===== src/rtl/hamming74_stream_encoder.sv =====
// Streaming Hamming(7,4) encoder: bytes in, two registered 7-bit codewords out (low nibble first),
// with a one-shot single-bit error injector and a wrapping handshake counter.
module hamming74_stream_encoder (
    input  logic        clk,
    input  logic        reset,
    input  logic        in_valid,
    output logic        in_ready,
    input  logic [7:0]  in_data,
    output logic        out_valid,
    input  logic        out_ready,
    output logic [6:0]  out_code,
    output logic        out_last,
    input  logic        inj_req,
    input  logic [2:0]  inj_pos,
    output logic        inj_armed,
    output logic [15:0] cw_count
);

    localparam int unsigned DATA_W = 8;
    localparam int unsigned NIB_W  = 4;
    localparam int unsigned CODE_W = 7;
    localparam int unsigned POS_W  = 3;
    localparam int unsigned CNT_W  = 16;

    localparam logic [POS_W-1:0] POS_NONE = POS_W'(7);

    typedef enum logic [1:0] {
        ST_EMPTY = 2'd0,
        ST_LO    = 2'd1,
        ST_HI    = 2'd2
    } state_t;

    state_t              state;
    state_t              state_nxt;
    logic [DATA_W-1:0]   byte_q;
    logic [POS_W-1:0]    inj_pos_q;

    logic                load;
    logic                in_hs;
    logic                out_hs;
    logic [NIB_W-1:0]    nibble;
    logic [CODE_W-1:0]   flip_mask;
    logic [CODE_W-1:0]   load_code;

    // Codeword layout: {p6, p5, d3, p3, d2, d1, d0}
    function automatic logic [CODE_W-1:0] encode(input logic [NIB_W-1:0] d);
        return {d[3] ^ d[2] ^ d[0],
                d[3] ^ d[1] ^ d[0],
                d[3],
                d[2] ^ d[1] ^ d[0],
                d[2],
                d[1],
                d[0]};
    endfunction

    // State register
    always_ff @(posedge clk or posedge reset) begin
        if (reset) begin
            state <= ST_EMPTY;
        end else begin
            state <= state_nxt;
        end
    end

    // Next-state logic
    always_comb begin
        state_nxt = state;
        case (state)
            ST_EMPTY: if (in_hs) state_nxt = ST_LO;
            ST_LO:    if (load)  state_nxt = ST_HI;
            ST_HI:    if (load)  state_nxt = in_hs ? ST_LO : ST_EMPTY;
            default:  state_nxt = ST_EMPTY;
        endcase
    end

    // Handshake decode and codeword to load; the output register is free when empty or draining
    always_comb begin
        load      = (state != ST_EMPTY) && (!out_valid || out_ready);
        in_ready  = !reset && ((state == ST_EMPTY) || ((state == ST_HI) && load));
        in_hs     = in_valid && in_ready;
        out_hs    = out_valid && out_ready;
        nibble    = (state == ST_HI) ? byte_q[DATA_W-1:NIB_W] : byte_q[NIB_W-1:0];
        flip_mask = '0;
        if (inj_armed && (inj_pos_q != POS_NONE)) begin
            flip_mask = CODE_W'(1) << inj_pos_q;
        end
        load_code = encode(nibble) ^ flip_mask;
    end

    // Byte holding, output register, injector and counter
    always_ff @(posedge clk or posedge reset) begin
        if (reset) begin
            byte_q    <= '0;
            out_valid <= 1'b0;
            out_code  <= '0;
            out_last  <= 1'b0;
            inj_armed <= 1'b0;
            inj_pos_q <= '0;
            cw_count  <= '0;
        end else begin
            if (in_hs) begin
                byte_q <= in_data;
            end

            if (load) begin
                out_valid <= 1'b1;
                out_code  <= load_code;
                out_last  <= (state == ST_HI);
            end else if (out_hs) begin
                out_valid <= 1'b0;
            end

            // A request on a load edge re-arms for the next load rather than the current one
            if (inj_req) begin
                inj_armed <= 1'b1;
                inj_pos_q <= inj_pos;
            end else if (load) begin
                inj_armed <= 1'b0;
            end

            if (out_hs) begin
                cw_count <= cw_count + CNT_W'(1);
            end
        end
    end

endmodule


===== config.mk =====
export PLATFORM = sky130hd
export DESIGN_NAME = hamming74_stream_encoder
export DESIGN_NICKNAME = d
export VERILOG_FILES = /design/src/rtl/hamming74_stream_encoder.sv
export SDC_FILE = /design/constraint.sdc
export NUM_CORES = 1
export LEC_CHECK = 0
export BUFFER_PORTS_ARGS = -buffer_cell sky130_fd_sc_hd__buf_2
export CORE_AREA = 5 5 68 70
export CTS_BUF_LIST = sky130_fd_sc_hd__clkbuf_4 sky130_fd_sc_hd__clkbuf_8 sky130_fd_sc_hd__clkbuf_16
export CTS_CLUSTER_DIAMETER = 50
export DETAILED_ROUTE_END_ITERATION = 6
export DIE_AREA = 0 0 73 75
export PLACE_DENSITY = 0.74
export RECOVER_POWER = 50
export SETUP_SLACK_MARGIN = 0.05
export SYNTH_ARGS = -nofsm -noshare
export SYNTH_HDL_FRONTEND = slang
export SYNTH_SLANG_ARGS = --single-unit

===== constraint.sdc =====
create_clock -name clk -period 1.59 [get_ports clk]
set_input_delay 0.0795 -clock clk [delete_from_list [all_inputs] [get_ports clk]]
set_output_delay 0.0795 -clock clk [all_outputs]
set_load 0.01 [all_outputs]

== Word level (Yosys, flattened, before mapping) ==
Index checks and enable logic that the tools add are counted.

* Register bits: 39
* Bits of input ports: 16
* Output and inout bits: 27
* Logic and storage cells: 49

* $add $sub $neg: 1
* Equal/unequal tests: 6
* Shift operators: 1
* Mux-type cells: 11
* Bitwise operators: 7
* Reduce and logical (&&, ||, !) cells: 15

{| class="wikitable"
|+ Operators with widths
! operator !! count
|-
| $add A16 B1 Y16 const B || 1
|-
| $mux W7 || 1
|-
| $shl A1 B3 Y7 const A || 1
|-
| $xor A7 B7 Y7 || 1
|-
| $logic_and A1 B1 Y1 || 6
|-
| $mux W2 || 3
|-
| $ne A2 B2 Y1 const B || 3
|-
| $pmux W2 S3 || 1
|-
| $reduce_bool A2 Y1 || 3
|-
| $xor A1 B1 Y1 || 6
|-
| $mux W1 || 5
|-
| $mux W4 || 1
|-
| $ne A3 B3 Y1 const B || 1
|-
| $reduce_and A3 Y1 || 1
|-
| $eq A2 B1 Y1 const B || 1
|-
| $eq A2 B2 Y1 const B || 1
|-
| $logic_not A1 Y1 || 2
|-
| $logic_not A2 Y1 || 1
|-
| $logic_or A1 B1 Y1 || 2
|}

== Depth between registers and ports, before layout ==
* Depth in word-level cells: 10
* Mapped depth: 6
* Gate-level depth less buffers: 5

== Least setup slack after synthesis ==
OpenSTA, ideal clock, no wires.

* Path kind: input port to flip-flop
* Start point: input port reset
* End point: register byte_q[0]
* Setup time: 125 ps
* Arrival: 1681 ps
* Required time: 1465 ps
* Path slack: -215 ps
* Stages on the path: 4
* Buffers on the path: 0
* Cell sequence: inv_1 > o211a_1 > nand2_2 > mux2_2

* Longest elaborated chain between the ends: 3

{| class="wikitable"
|+ Ends and longest elaborated chain
! what !! RTL line !! text
|-
| start, declared || 5 || <nowiki>input logic reset,</nowiki>
|-
| $logic_not A1 Y1 (no source line) || - ||
|-
| $logic_and A1 B1 Y1 || 79 || <nowiki>in_ready = !reset && ((state == ST_EMPTY) || ((state == ST_HI) && load));</nowiki>
|-
| named net in_ready || 7 || <nowiki>output logic in_ready,</nowiki>
|-
| $logic_and A1 B1 Y1 || 80 || <nowiki>in_hs = in_valid && in_ready;</nowiki>
|-
| end signal, assigned || 102 || <nowiki>byte_q <= in_data;</nowiki>
|-
| end, declared || 35 || <nowiki>logic [DATA_W-1:0] byte_q;</nowiki>
|}

The timed path passes the listed nets, and every way through them passes these cells.
A chain may end at the register's enable or synchronous reset.

== Worst setup path in the final report ==
* Start point: register state[1]
* End point: register out_code[5]

* Longest elaborated chain between the ends: 5
* Elaborated cells on any way between the ends: 7
* Classes of those cells: eq/ne: 1; mux: 1; bitwise: 3; reduce/logical: 2

{| class="wikitable"
|+ Ends and longest elaborated chain
! what !! RTL line !! text
|-
| start, declared || 33 || <nowiki>state_t state;</nowiki>
|-
| start signal, assigned || 61 || <nowiki>state <= state_nxt;</nowiki>
|-
| $eq A2 B2 Y1 || 82 || <nowiki>nibble = (state == ST_HI) ? byte_q[DATA_W-1:NIB_W] : byte_q[NIB_W-1:0];</nowiki>
|-
| $mux W4 || 82 ||
|-
| $xor A1 B1 Y1 (2 in a row) || 48 || <nowiki>d[3] ^ d[1] ^ d[0],</nowiki>
|-
| $xor A7 B7 Y7 || 87 || <nowiki>load_code = encode(nibble) ^ flip_mask;</nowiki>
|-
| end signal, assigned || 107 || <nowiki>out_code <= load_code;</nowiki>
|-
| end, declared || 11 || <nowiki>output logic [6:0] out_code,</nowiki>
|}

Parallel ways exist; a longest one is shown, timed or not.

==> impl_metrics.ini <==
[critical_path]
cp_cell_sequence = nand2b_4, mux2i_4, xnor3_1, o21ai_2
critPathRequiredTime_ps = 1810
crit_arrival_ps = 1670
worstSetupPathType = flip-flop to flip-flop
crit_path_start_kind = flip-flop
cpPeakStageDelay_ps = 430
path_max_fanout = 6
slowest_stage = xnor3_1
end_kind = flip-flop

[die]
die_y_um = 75
design.portCount = 43
start_util_pct = 47.1
die_width_um = 73
dieArea_um2 = 5480
core-area_um2 = 3910
core.rowCount = 23

[power_and_ir_drop]
design_power_total_mw = 3.95
p_seq_share_pct = 41.6
pwr_density_cell_nw_per_um2 = 1750
ir_drop_v = 0.000842
pwr-share-clk_pct = 15.7
combPwrFrac_pct = 42.8
internal_power_mw = 2.56
p_sw_share_pct = 35.3
p_switching_mw = 1.40
leakagePower_nw = 1.10

[sta]
setup_violations = 0
finalSetupTns_ps = 0
worstMarginPinSlew_ps = 957
finClkSkew_ps = 3.95
slew_headroom_pct = 36.2
hold_viol = 0
rsz0062_at_grt = false
report.final.slew_viol_count = 0
min_period_ps = 1450
finalCritPeriodShare_pct = 91.4
fmax_mhz = 688

[final_layout]
final_layout_size_suffix_gt1_share_pct = 29.9
final_cell_mix = dfrtp_1, buf_2, nand2_1
layout.nets = 229
nFillCells = 363
layout_commonest_cell = dfrtp_1
antennaDiodeCount = 0
area_delta_synth_final_pct = 22.7

[global_route]
antenna_found_initial = 0
grt_pass1_vias = 1273
overflow = 0
grt_pass1_wl_mm = 5.92
grt_max_degree = 40
grt_use_total_pct = 14.3

[clocking]
cts.htree.levels = 2
root_buffer = clkbuf_8
cts.clk_slew.worst_paths_ps = 70
clk_latency_ps = 280
cts_buffers = 5
cts_buffer_depth = 2
cts_sinks = 39
cts_tree = yes

[route]
ant_nets = 0
wl_per_cell_um = 13.4
route.detailed.drc = 0
drt_pass1_iterations = 4
vias = 1279
vias_per_cell = 4.90
drt-initial-drc-count = 44
drt_wl_total_mm = 3.50

[logic_synthesis]
synthCells = 155
synth-edff-count = 0
syn_nets = 172
async_flop_share_pct = 100
ys_ff_latch = 39
synth_flop_cell = dfrtp_1
synth_top_area_cell = dfrtp_1
netlist_area_um2 = 1840
yosys_warnings = 0
ys_types = 31
yosys-top-cells-area = dfrtp_1, xor2_1, mux2_2
synth_top_area_share_pct = 53.0
synth_area_per_cell_um2 = 11.9
ys_seq_area_share_pct = 53.0

[placement]
dp_hpwl_mm = 2.66
gp_congestion = 0.762
io_buffers = 42

[flow_run]
cap_violations = 0

[outcome]
outcome = complete, no violations

[hold_path]
holdCritPathClass = input pin to flip-flop
## sequential cells by signal, summed over array words and instances, names as in the netlist
register and flops:
cw_count 16, out_code 7, inj_pos_q 3, out_last 1, inj_armed 1, byte_q 8, out_valid 1, state 2
## per-layer routing
metal	share of wire [%]	GRT usage [%]	vias to the layer above
li1	-	-	638
met2	46	22.4	39
met5	0	0	-
met3	8.4	4.41	7
met4	2.2	7.17	0
met1	43	17.8	595
## final cells by class
| type | instances | area [um2] | area share [%] |
|---|---|---|---|
| clock buffer | 6 | 76.3 | 3.37 |
| inverter | 4 | 18.8 | 0.830 |
| multi-input combinational | 109 | 858 | 37.9 |
| sequential | 39 | 976 | 43.1 |
| tap | 50 | 62.6 | 2.77 |
| timing repair buffer | 53 | 270 | 11.9 |
## worst max-delay path, delay by kind of cell (launching register included)
kind	cells	cell delay, ps
DFF	1	410
AOI/OAI and AO/OA	1	110
and+or+nand+nor	1	160
xor gates and xnor gates	1	430
muxes	1	280
## cells in the mapped netlist (2+ instances only)
cell and number:
nor3b_1 2, xnor2_1 7, nand3_1 5, a21oi_1 3, nand4_1 2, inv_1 4
and4_1 3, dfrtp_1 39, xor2_1 16, o21ai_0 7, xnor3_1 3, nand2_1 18
nor2_1 9, mux2_2 12, mux2i_1 3, nand2b_1 4, mux2i_4 2, nor3_1 3
## cells by family after synthesis
logic type                 count (synthesis)  share of synthesized area [%]
and+or+nand+nor                           49                           13.0
DFF                                       39                           53.0
buffers and inverters                      7                           1.90
AOI/OAI and AO/OA                         15                           4.75
xor gates and xnor gates                  26                           14.6
muxes                                     18                           12.2
adders and majority gates                  1                          0.679
## power groups by stage
stage / sequential [mW] / clock (mW) / combinational, mW
6_report: 1.64 / 0.620 / 1.69
5_1_grt: 1.70 / 0.687 / 1.87
4_1_cts: 1.64 / 0.648 / 1.75
3_5_place_dp: 1.65 / 0 / 1.74
3_3_place_gp: 1.65 / 0 / 1.69
2_1_floorplan: 1.70 / 0 / 1.16
## path summary, 6_finish.rpt
kind                       slack [ps]  depth (start not counted)      endpoint    startpoint
min in group asynchronous         680                          4      out_last         reset
setup reg to reg                  140                          4   out_code[5]      state[1]
setup / recovery                  140                          4   out_code[5]      state[1]
max in group asynchronous         320                          4      state[1]         reset
hold reg to reg                   470                          1  cw_count[15]  cw_count[15]
hold / removal                     20                          2     byte_q[7]    in_data[7]
## what timing repair did
| item | 4_1_cts | 5_1_grt |
|---|---|---|
| hold buffers | 1 | 0 |
| cloned | 0 | 0 |
| resized for setup | 1 | 2 |
| endpoints found under the hold margin | 39 | 0 |
| setup buffers | 0 | 0 |
| endpoints found under the setup margin | 4 | 3 |
## stage by stage
step                instance area (um2)  hold WS (ps)  worst slack [ps]  util (%)  std cells
global route                       2260          6.30              64.2      57.8        261
floorplan                          1860          60.0              25.5         -        155
global placement                   2190           276             -82.2      55.9        254
detailed placement                 2190           272              -100      55.9        254
CTS                                2280          8.45              69.6      58.2        261
finish                             2260          20.8               137      57.8        261
Power figures use the tool's default switching activity.
